**src/rtl/hazard_forward_unit_pkg.sv**
```systemverilog
// Shared definitions for the hazard/forwarding unit: operand-mux select codes and miss FSM states.
package hazard_forward_unit_pkg;

    localparam logic [1:0] FWD_REG = 2'b00;
    localparam logic [1:0] FWD_WB  = 2'b01;
    localparam logic [1:0] FWD_MEM = 2'b10;

    typedef enum logic [1:0] {
        ST_RUN     = 2'b00,
        ST_MISS    = 2'b01,
        ST_TIMEOUT = 2'b10
    } miss_state_e;

endpackage

```
**src/rtl/hazard_forward_unit_sat_counter.sv**
```systemverilog
// Saturating up-counter: increments on inc, holds at all-ones, synchronous active-high clear.
module sat_counter #(
    parameter int unsigned W = 32
) (
    input  logic         clk,
    input  logic         rst,
    input  logic         inc,
    output logic [W-1:0] q
);

    always_ff @(posedge clk) begin
        if (rst) begin
            q <= '0;
        end else if (inc && (q != {W{1'b1}})) begin
            q <= q + W'(1);
        end
    end

endmodule

```
**src/rtl/hazard_forward_unit.sv**
```systemverilog
// Pipeline hazard control: EX forwarding selects, load-use bubbles, D-cache miss freeze with
// watchdog, and saturating stall counters.
module hazard_forward_unit
    import hazard_forward_unit_pkg::*;
#(
    parameter int unsigned RA_W     = 5,
    parameter int unsigned MISS_MAX = 64,
    parameter int unsigned CNT_W    = 32
) (
    input  logic             clk,
    input  logic             rst,
    input  logic [RA_W-1:0]  rs1_d,
    input  logic [RA_W-1:0]  rs2_d,
    input  logic [RA_W-1:0]  rs1_e,
    input  logic [RA_W-1:0]  rs2_e,
    input  logic [RA_W-1:0]  rd_e,
    input  logic             mem_read_e,
    input  logic             pc_src_e,
    input  logic [RA_W-1:0]  rd_m,
    input  logic             reg_write_m,
    input  logic [RA_W-1:0]  rd_w,
    input  logic             reg_write_w,
    input  logic             mem_req_m,
    input  logic             cache_ready,
    output logic [1:0]       fwd_a_e,
    output logic [1:0]       fwd_b_e,
    output logic             stall_f,
    output logic             stall_d,
    output logic             stall_e,
    output logic             stall_m,
    output logic             flush_d,
    output logic             flush_e,
    output logic             miss_busy,
    output logic             miss_timeout,
    output logic [CNT_W-1:0] lu_stall_cnt,
    output logic [CNT_W-1:0] miss_cyc_cnt
);

    localparam int unsigned CTR_W = $clog2(MISS_MAX + 1);

    miss_state_e      state, state_next;
    logic [CTR_W-1:0] miss_ctr, miss_ctr_next;
    logic             timeout_next;
    logic             mem_stall;
    logic             lu_stall;
    logic [1:0]       fwd_a, fwd_b;

    assign mem_stall = mem_req_m & ~cache_ready;
    assign lu_stall  = mem_read_e & (rd_e != '0) & ((rd_e == rs1_d) | (rd_e == rs2_d));

    // MEM result is younger than WB, so it wins when both match
    always_comb begin
        fwd_a = FWD_REG;
        fwd_b = FWD_REG;
        if (reg_write_m && (rd_m != '0) && (rd_m == rs1_e)) begin
            fwd_a = FWD_MEM;
        end else if (reg_write_w && (rd_w != '0) && (rd_w == rs1_e)) begin
            fwd_a = FWD_WB;
        end
        if (reg_write_m && (rd_m != '0) && (rd_m == rs2_e)) begin
            fwd_b = FWD_MEM;
        end else if (reg_write_w && (rd_w != '0) && (rd_w == rs2_e)) begin
            fwd_b = FWD_WB;
        end
    end

    // Flushes wait out a freeze; pc_src_e is held in EX so the redirect lands exactly once
    always_comb begin
        fwd_a_e   = fwd_a;
        fwd_b_e   = fwd_b;
        stall_f   = mem_stall | lu_stall;
        stall_d   = mem_stall | lu_stall;
        stall_e   = mem_stall;
        stall_m   = mem_stall;
        flush_d   = pc_src_e & ~mem_stall;
        flush_e   = (pc_src_e | lu_stall) & ~mem_stall;
        miss_busy = (state != ST_RUN);
        if (rst) begin
            fwd_a_e   = FWD_REG;
            fwd_b_e   = FWD_REG;
            stall_f   = 1'b0;
            stall_d   = 1'b0;
            stall_e   = 1'b0;
            stall_m   = 1'b0;
            flush_d   = 1'b1;
            flush_e   = 1'b1;
            miss_busy = 1'b0;
        end
    end

    // Miss tracking next-state
    always_comb begin
        state_next    = state;
        miss_ctr_next = miss_ctr;
        timeout_next  = miss_timeout;
        case (state)
            ST_RUN: begin
                if (mem_stall) begin
                    state_next    = ST_MISS;
                    miss_ctr_next = CTR_W'(1);
                end
            end
            ST_MISS: begin
                if (cache_ready || !mem_req_m) begin
                    state_next    = ST_RUN;
                    miss_ctr_next = '0;
                end else if (miss_ctr == CTR_W'(MISS_MAX - 1)) begin
                    state_next   = ST_TIMEOUT;
                    timeout_next = 1'b1;
                end else begin
                    miss_ctr_next = miss_ctr + CTR_W'(1);
                end
            end
            ST_TIMEOUT: begin
                if (cache_ready || !mem_req_m) begin
                    state_next    = ST_RUN;
                    miss_ctr_next = '0;
                end
            end
            default: begin
                state_next    = ST_RUN;
                miss_ctr_next = '0;
            end
        endcase
    end

    always_ff @(posedge clk) begin
        if (rst) begin
            state        <= ST_RUN;
            miss_ctr     <= '0;
            miss_timeout <= 1'b0;
        end else begin
            state        <= state_next;
            miss_ctr     <= miss_ctr_next;
            miss_timeout <= timeout_next;
        end
    end

    sat_counter #(.W(CNT_W)) u_lu_cnt (
        .clk (clk),
        .rst (rst),
        .inc (lu_stall & ~mem_stall),
        .q   (lu_stall_cnt)
    );

    sat_counter #(.W(CNT_W)) u_miss_cnt (
        .clk (clk),
        .rst (rst),
        .inc (mem_stall),
        .q   (miss_cyc_cnt)
    );

endmodule
```
**config.mk**
```make
export PLATFORM = sky130hd
export DESIGN_NAME = hazard_forward_unit
export DESIGN_NICKNAME = d
export VERILOG_FILES = /design/src/rtl/hazard_forward_unit_pkg.sv /design/src/rtl/hazard_forward_unit_sat_counter.sv /design/src/rtl/hazard_forward_unit.sv
export SDC_FILE = /design/constraint.sdc
export NUM_CORES = 1
export LEC_CHECK = 0
export CAP_MARGIN = 20
export CORE_MARGIN = 2
export CORE_UTILIZATION = 45
export CTS_BUF_LIST = sky130_fd_sc_hd__clkbuf_4
export CTS_CLUSTER_SIZE = 16
export DETAILED_ROUTE_END_ITERATION = 10
export MAX_ROUTING_LAYER = met4
export PLACE_DENSITY = 0.76
export RECOVER_POWER = 25
export SETUP_SLACK_MARGIN = 0.15
export SLEW_MARGIN = 20
export SYNTH_ARGS = -nofsm -noshare
export SYNTH_HDL_FRONTEND = slang
export SYNTH_SLANG_ARGS = --single-unit
```
**constraint.sdc**
```tcl
create_clock -name clk -period 5.06 [get_ports clk]
set_input_delay 0.759 -clock clk [delete_from_list [all_inputs] [get_ports clk]]
set_output_delay 0.759 -clock clk [all_outputs]
set_load 0.02 [all_outputs]
```
# After elaboration in Yosys (flattened, before gate mapping)
# Index checks and enable logic that the tools add are counted.
# Widths: inputs -> output; s select.
[classes]
add_sub_neg = 3
eq_ne = 15
mux = 21
bitwise = 12
reduce_logical = 18
[ops]
columns = ["op", "n"]
rows = [
  ["$add 32x1->32 const B", 2],
  ["$ne 32x32->1 const B", 2],
  ["$eq 5x5->1", 6],
  ["$mux 7", 4],
  ["$pmux 7 s3", 1],
  ["$mux 2", 8],
  ["$reduce_bool 5->1", 3],
  ["$reduce_and 3->1", 3],
  ["$logic_and 1x1->1", 8],
  ["$add 7x1->7 const B", 1],
  ["$eq 7x6->1 const B", 1],
  ["$mux 1", 7],
  ["$and 1x1->1", 6],
  ["$ne 3x3->1 const B", 2],
  ["$pmux 2 s3", 1],
  ["$ne 2x2->1 const B", 2],
  ["$not 1->1", 3],
  ["$or 1x1->1", 3],
  ["$eq 2x1->1 const B", 1],
  ["$eq 2x2->1 const B", 1],
  ["$logic_not 2->1", 1],
  ["$reduce_bool 2->1", 1],
  ["$logic_not 1->1", 1],
  ["$logic_or 1x1->1", 1],
]
[totals]
reg_bits = 74
input_bits = 43
out_inout_bits = 76
word_cells = 74

# Logic depth before layout (Yosys ltp)
[logic_depth]
ltp_word = 6
depth_mapped = 8
mapped_depth_nobuf = 7

# Modules after synthesis
# From an unflattened synthesis, not the netlist that was laid out.
[unflattened]
cells_unflattened = 519
area_unflattened_um2 = 4314.1
[by_module_without_submodules]
columns = ["mod", "instances", "cells_each", "area_each_um2", "seq_area_each_um2"]
rows = [
  ["sat_counter", 2, 199, 1674.1, 640.6],
  ["hazard_forward_unit", 1, 121, 965.9, 200.2],
]

# Least setup slack after synthesis
# Ideal clock, no wire load.
[synth_path]
kind = "input to output"
from = "in rd_m[1]"
to = "out fwd_a_e[0]"
arrival_ns = 2.397
required_ns = 4.301
slack_ns = 1.904
cell_stages = 4
cell_sequence = "or4_1 > o21ai_0 > nor3_1 > nor4_1"
[synth_via]
elab_chain_len = 5
[synth_lines]
columns = ["item", "line_no", "text"]
rows = [
  ["start: declaration", "hazard_forward_unit.sv:19", "input logic [RA_W-1:0] rd_m,"],
  ["$reduce_bool 5->1", "hazard_forward_unit.sv:55", "if (reg_write_m && (rd_m != '0) && (rd_m == rs1_e)) begin"],
  ["$logic_and 1x1->1", "hazard_forward_unit.sv:55", ""],
  ["$logic_and 1x1->1 (*)", "hazard_forward_unit.sv:55", ""],
  ["$mux 2 (*)", "hazard_forward_unit.sv:55", ""],
  ["$mux 2 (*)", "hazard_forward_unit.sv:78", "if (rst) begin"],
  ["end: declaration", "hazard_forward_unit.sv:25", "output logic [1:0] fwd_a_e,"],
]
# Every way passes the cells marked *; elsewhere a longest branch is shown, timed or not.

# Worst setup path in the final report
[layout_path]
from = "in rd_m[1]"
to = "out fwd_b_e[0]"
[layout_via]
elab_chain_len = 5
[layout_lines]
columns = ["item", "line_no", "text"]
rows = [
  ["$reduce_bool 5->1", "hazard_forward_unit.sv:60", "if (reg_write_m && (rd_m != '0) && (rd_m == rs2_e)) begin"],
  ["$logic_and 1x1->1", "hazard_forward_unit.sv:60", ""],
  ["$logic_and 1x1->1 (*)", "hazard_forward_unit.sv:60", ""],
  ["$mux 2 (*)", "hazard_forward_unit.sv:60", ""],
  ["$mux 2 (*)", "hazard_forward_unit.sv:78", ""],
  ["end: declaration", "hazard_forward_unit.sv:26", "output logic [1:0] fwd_b_e,"],
]
# Marked as above.

==> results.py <==
metrics = {
    "worst_hold_path": {
        "whs_path_depth": 2,
        "worstHoldPathType": "flop to flop",
    },
    "cells_and_area": {
        "fin_area_sq_um": 5560,
        "drive_gt1_share_pct": 5.76,
        "syn2layout_area_growth_pct": 33.1,
        "nets": 666,
        "fin_util_pct": 61.1,
        "mostFrequentLayoutCell": "clkdlybuf4s50_1",
        "final_cell_mix": "110 x clkdlybuf4s50_1, 74 x dfxtp_1, 63 x nor2_1, 43 x xor2_1, 35 x nand2_1",
        "insertedDiodeCount": 0,
    },
    "floorplan": {
        "fp-row-count": 35,
        "die_y_um": 100,
        "dieArea_sq_um": 10100,
        "coreArea_sq_um": 9110,
        "io_pins": 119,
        "fp.dieW_um": 100,
        "initial_utilization_pct": 45.9,
    },
    "global_routing": {
        "grt_use_met1_pct": 30.1,
        "grt_pass1_vias": 3856,
        "overflow": 0,
        "grt.met2_usage_pct": 35.3,
        "grt_max_degree": 86,
        "antenna_found_initial": 0,
        "track_usage_pct": 22.8,
        "grt_pass1_wl_um": 18200,
        "busiest_layer": "met2",
        "gr-usage-met3_pct": 4.11,
    },
    "placed_design": {
        "dp_slack_ns": 1.10,
        "port_buffers": 118,
        "place_hpwl_um": 7930,
        "placed_cell_area_sq_um": 5390,
        "gp_congestion": 0.874,
    },
    "timing": {
        "slew_headroom_pct": 40.3,
        "setup_tns_ns": 0,
        "worst_slack_ns": 1.10,
        "finalHoldViolCount": 0,
        "fmax_ghz": 0.253,
        "worstMarginPinSlew_ns": 0.893,
        "clock_skew_ns": 0.0123,
        "setup_viol": 0,
        "timing.final.crit_period_ns": 3.96,
        "slew_violations": 0,
        "rsz0062_at_grt": "no",
        "fin_crit_sh_pct": 78.2,
    },
    "pwr": {
        "total_power_mw": 1.17,
        "p_per_area_nw_per_um2": 211,
        "leakage_nw": 1.87,
        "ir_drop_uv": 107,
    },
    "detailed_routing": {
        "via_per_inst": 5.71,
        "drc": 0,
        "drt_first_iter_violations": 160,
        "firstDrtPassIters": 4,
        "drtAntennaViolNets": 0,
        "vias": 4203,
        "routed_wl_um": 11000,
        "wl_per_cell_um": 15.0,
    },
    "critical_path": {
        "start_kind": "input port",
        "cpMostUsedCell": "clkdlybuf4s50_1",
        "crit_type": "input port to primary output",
        "crit_path_max_incr_delay_ns": 0.66,
        "path_buf_inv": 2,
        "path_cells": "clkdlybuf4s50_1 > or4_1 > o21ai_0 > nor3_1 > nor4_1 > clkdlybuf4s50_1",
        "cp-end-kind": "primary output",
        "crit_slowest_cell": "clkdlybuf4s50_1",
        "required_ns": 4.30,
        "crit_family": "buffers and inverters",
        "worst-path-stages": 6,
        "ff2ff_path_depth": 6,
        "cp.arrival_ns": 3.20,
        "path_max_fanout": 4,
    },
    "yosys": {
        "postSynthAreaPerCell_sq_um": 8.16,
        "synth_fp_nets": 558,
        "ys_ff_latch": 74,
        "synthCells": 512,
        "yosys_warnings": 0,
        "ys_seq_area_share_pct": 35.4,
        "synth.distinct_cells": 49,
        "syn_area_sq_um": 4180,
        "synth-edff-count": 0,
        "synthArstFlopShare_pct": 0,
        "synth-main-ff-cell": "dfxtp_1",
    },
    "cts": {
        "post_cts_buffers": 0,
        "insertion_delay_ns": 0.42,
        "clk_path_buf_depth": 2,
        "numCtsBuffers": 9,
        "cts.htree.levels": 3,
        "cts_resized": 0,
        "cts-root-buf": "clkbuf_4",
        "clock-sinks": 74,
        "clk_pin_slew_worst_paths_ns": 0.12,
        "cts_tree": "yes",
        "cts_hold_buffers": 0,
    },
    "job": {
        "maxCapViolations": 0,
    },
    "outcome": {
        "outcome": "complete, no violations",
    },
}
==> layer usage <==
| layer | routed length, um | vias to the layer above |
|---|---|---|
| met5 | 0 | - |
| met4 | 163 | 0 |
| met3 | 602 | 19 |
| met2 | 5320 | 138 |
| met1 | 4940 | 1966 |
| li1 | - | 2080 |
==> logic make-up after synthesis <==
family | after synthesis | synth area share (%)
adders and majority gates | 3 | 0.898
and+or+nand+nor | 251 | 32.9
AOI/OAI and AO/OA | 81 | 11.5
DFF | 74 | 35.4
buffers and inverters | 34 | 3.95
muxes | 14 | 3.71
xor gates and xnor gates | 55 | 11.5
==> cell type report <==
type | instances | area (sq um)
clock buffer | 9 | 67.6
clock inverter | 7 | 116
fill | 812 | 3540
inverter | 10 | 37.5
multi-input combinational | 404 | 2530
sequential | 74 | 1480
tap | 111 | 139
timing repair buffer | 121 | 1190
==> synth_stat cells, types with 3 or more instances <==
cell type | n | area share (%)
xor2_1 | 43 | 9.0
o21ai_0 | 20 | 2.4
buf_6 | 3 | 0.81
nor2b_1 | 14 | 2.1
nor4b_1 | 3 | 0.63
o31ai_1 | 13 | 2.3
nand4b_1 | 4 | 0.84
nand2b_1 | 4 | 0.60
mux2_2 | 11 | 3.0
dfxtp_1 | 74 | 35
clkbuf_1 | 13 | 1.2
nand4_1 | 27 | 4.0
a21oi_1 | 33 | 4.0
and3_1 | 8 | 1.2
nor4_1 | 12 | 1.8
ha_1 | 3 | 0.90
buf_2 | 6 | 0.72
nand2_1 | 35 | 3.1
nor3_1 | 10 | 1.2
inv_1 | 10 | 0.90
and4_1 | 5 | 1.0
or4_1 | 18 | 3.2
nor2_1 | 63 | 5.7
xnor2_1 | 12 | 2.5
nand3_1 | 24 | 2.9
o41ai_1 | 3 | 0.63
or3_1 | 14 | 2.1
==> per-stage QoR <==
stage	hold slack [ns]	instances
after detailed placement	0.478	720
final	0.495	736
after CTS	0.507	736
after floorplan	0.471	512
after global routing	0.531	736
after global placement	0.461	720
==> worst paths after layout <==
| path | from | end | slack, ns |
|---|---|---|---|
| min | miss_timeout$_SDFFE_PP0P_ | miss_timeout$_SDFFE_PP0P_ | 0.50 |
| min reg2reg | miss_timeout$_SDFFE_PP0P_ | miss_timeout$_SDFFE_PP0P_ | 0.50 |
| max reg2reg | u_lu_cnt.q[0]$_SDFFE_PP0P_ | u_lu_cnt.q[27]$_SDFFE_PP0P_ | 2.14 |
| max | rd_m[1] | fwd_b_e[0] | 1.10 |
==> worst register-to-register path, delay by kind of cell (launching register included) <==
family,cells,cell delay (ns)
AND/OR/NAND/NOR,4,1.86
multiplexers,1,0.31
flip-flops,1,0.45
adder cells (fa/ha/maj),1,0.23
==> registers in the layout, summed over array words and instances (netlist names) <==
signal and count:
miss_ctr 7, u_miss_cnt.q 32, state 2, u_lu_cnt.q 32
miss_timeout 1
==> report_power, final <==
group          switching, mW  internal [mW]  total, mW
registers            0.00333          0.585      0.588
clock network          0.217          0.250      0.467
logic                 0.0580         0.0586      0.117
total                  0.278          0.894       1.17
(Power assumes the default switching activity.)
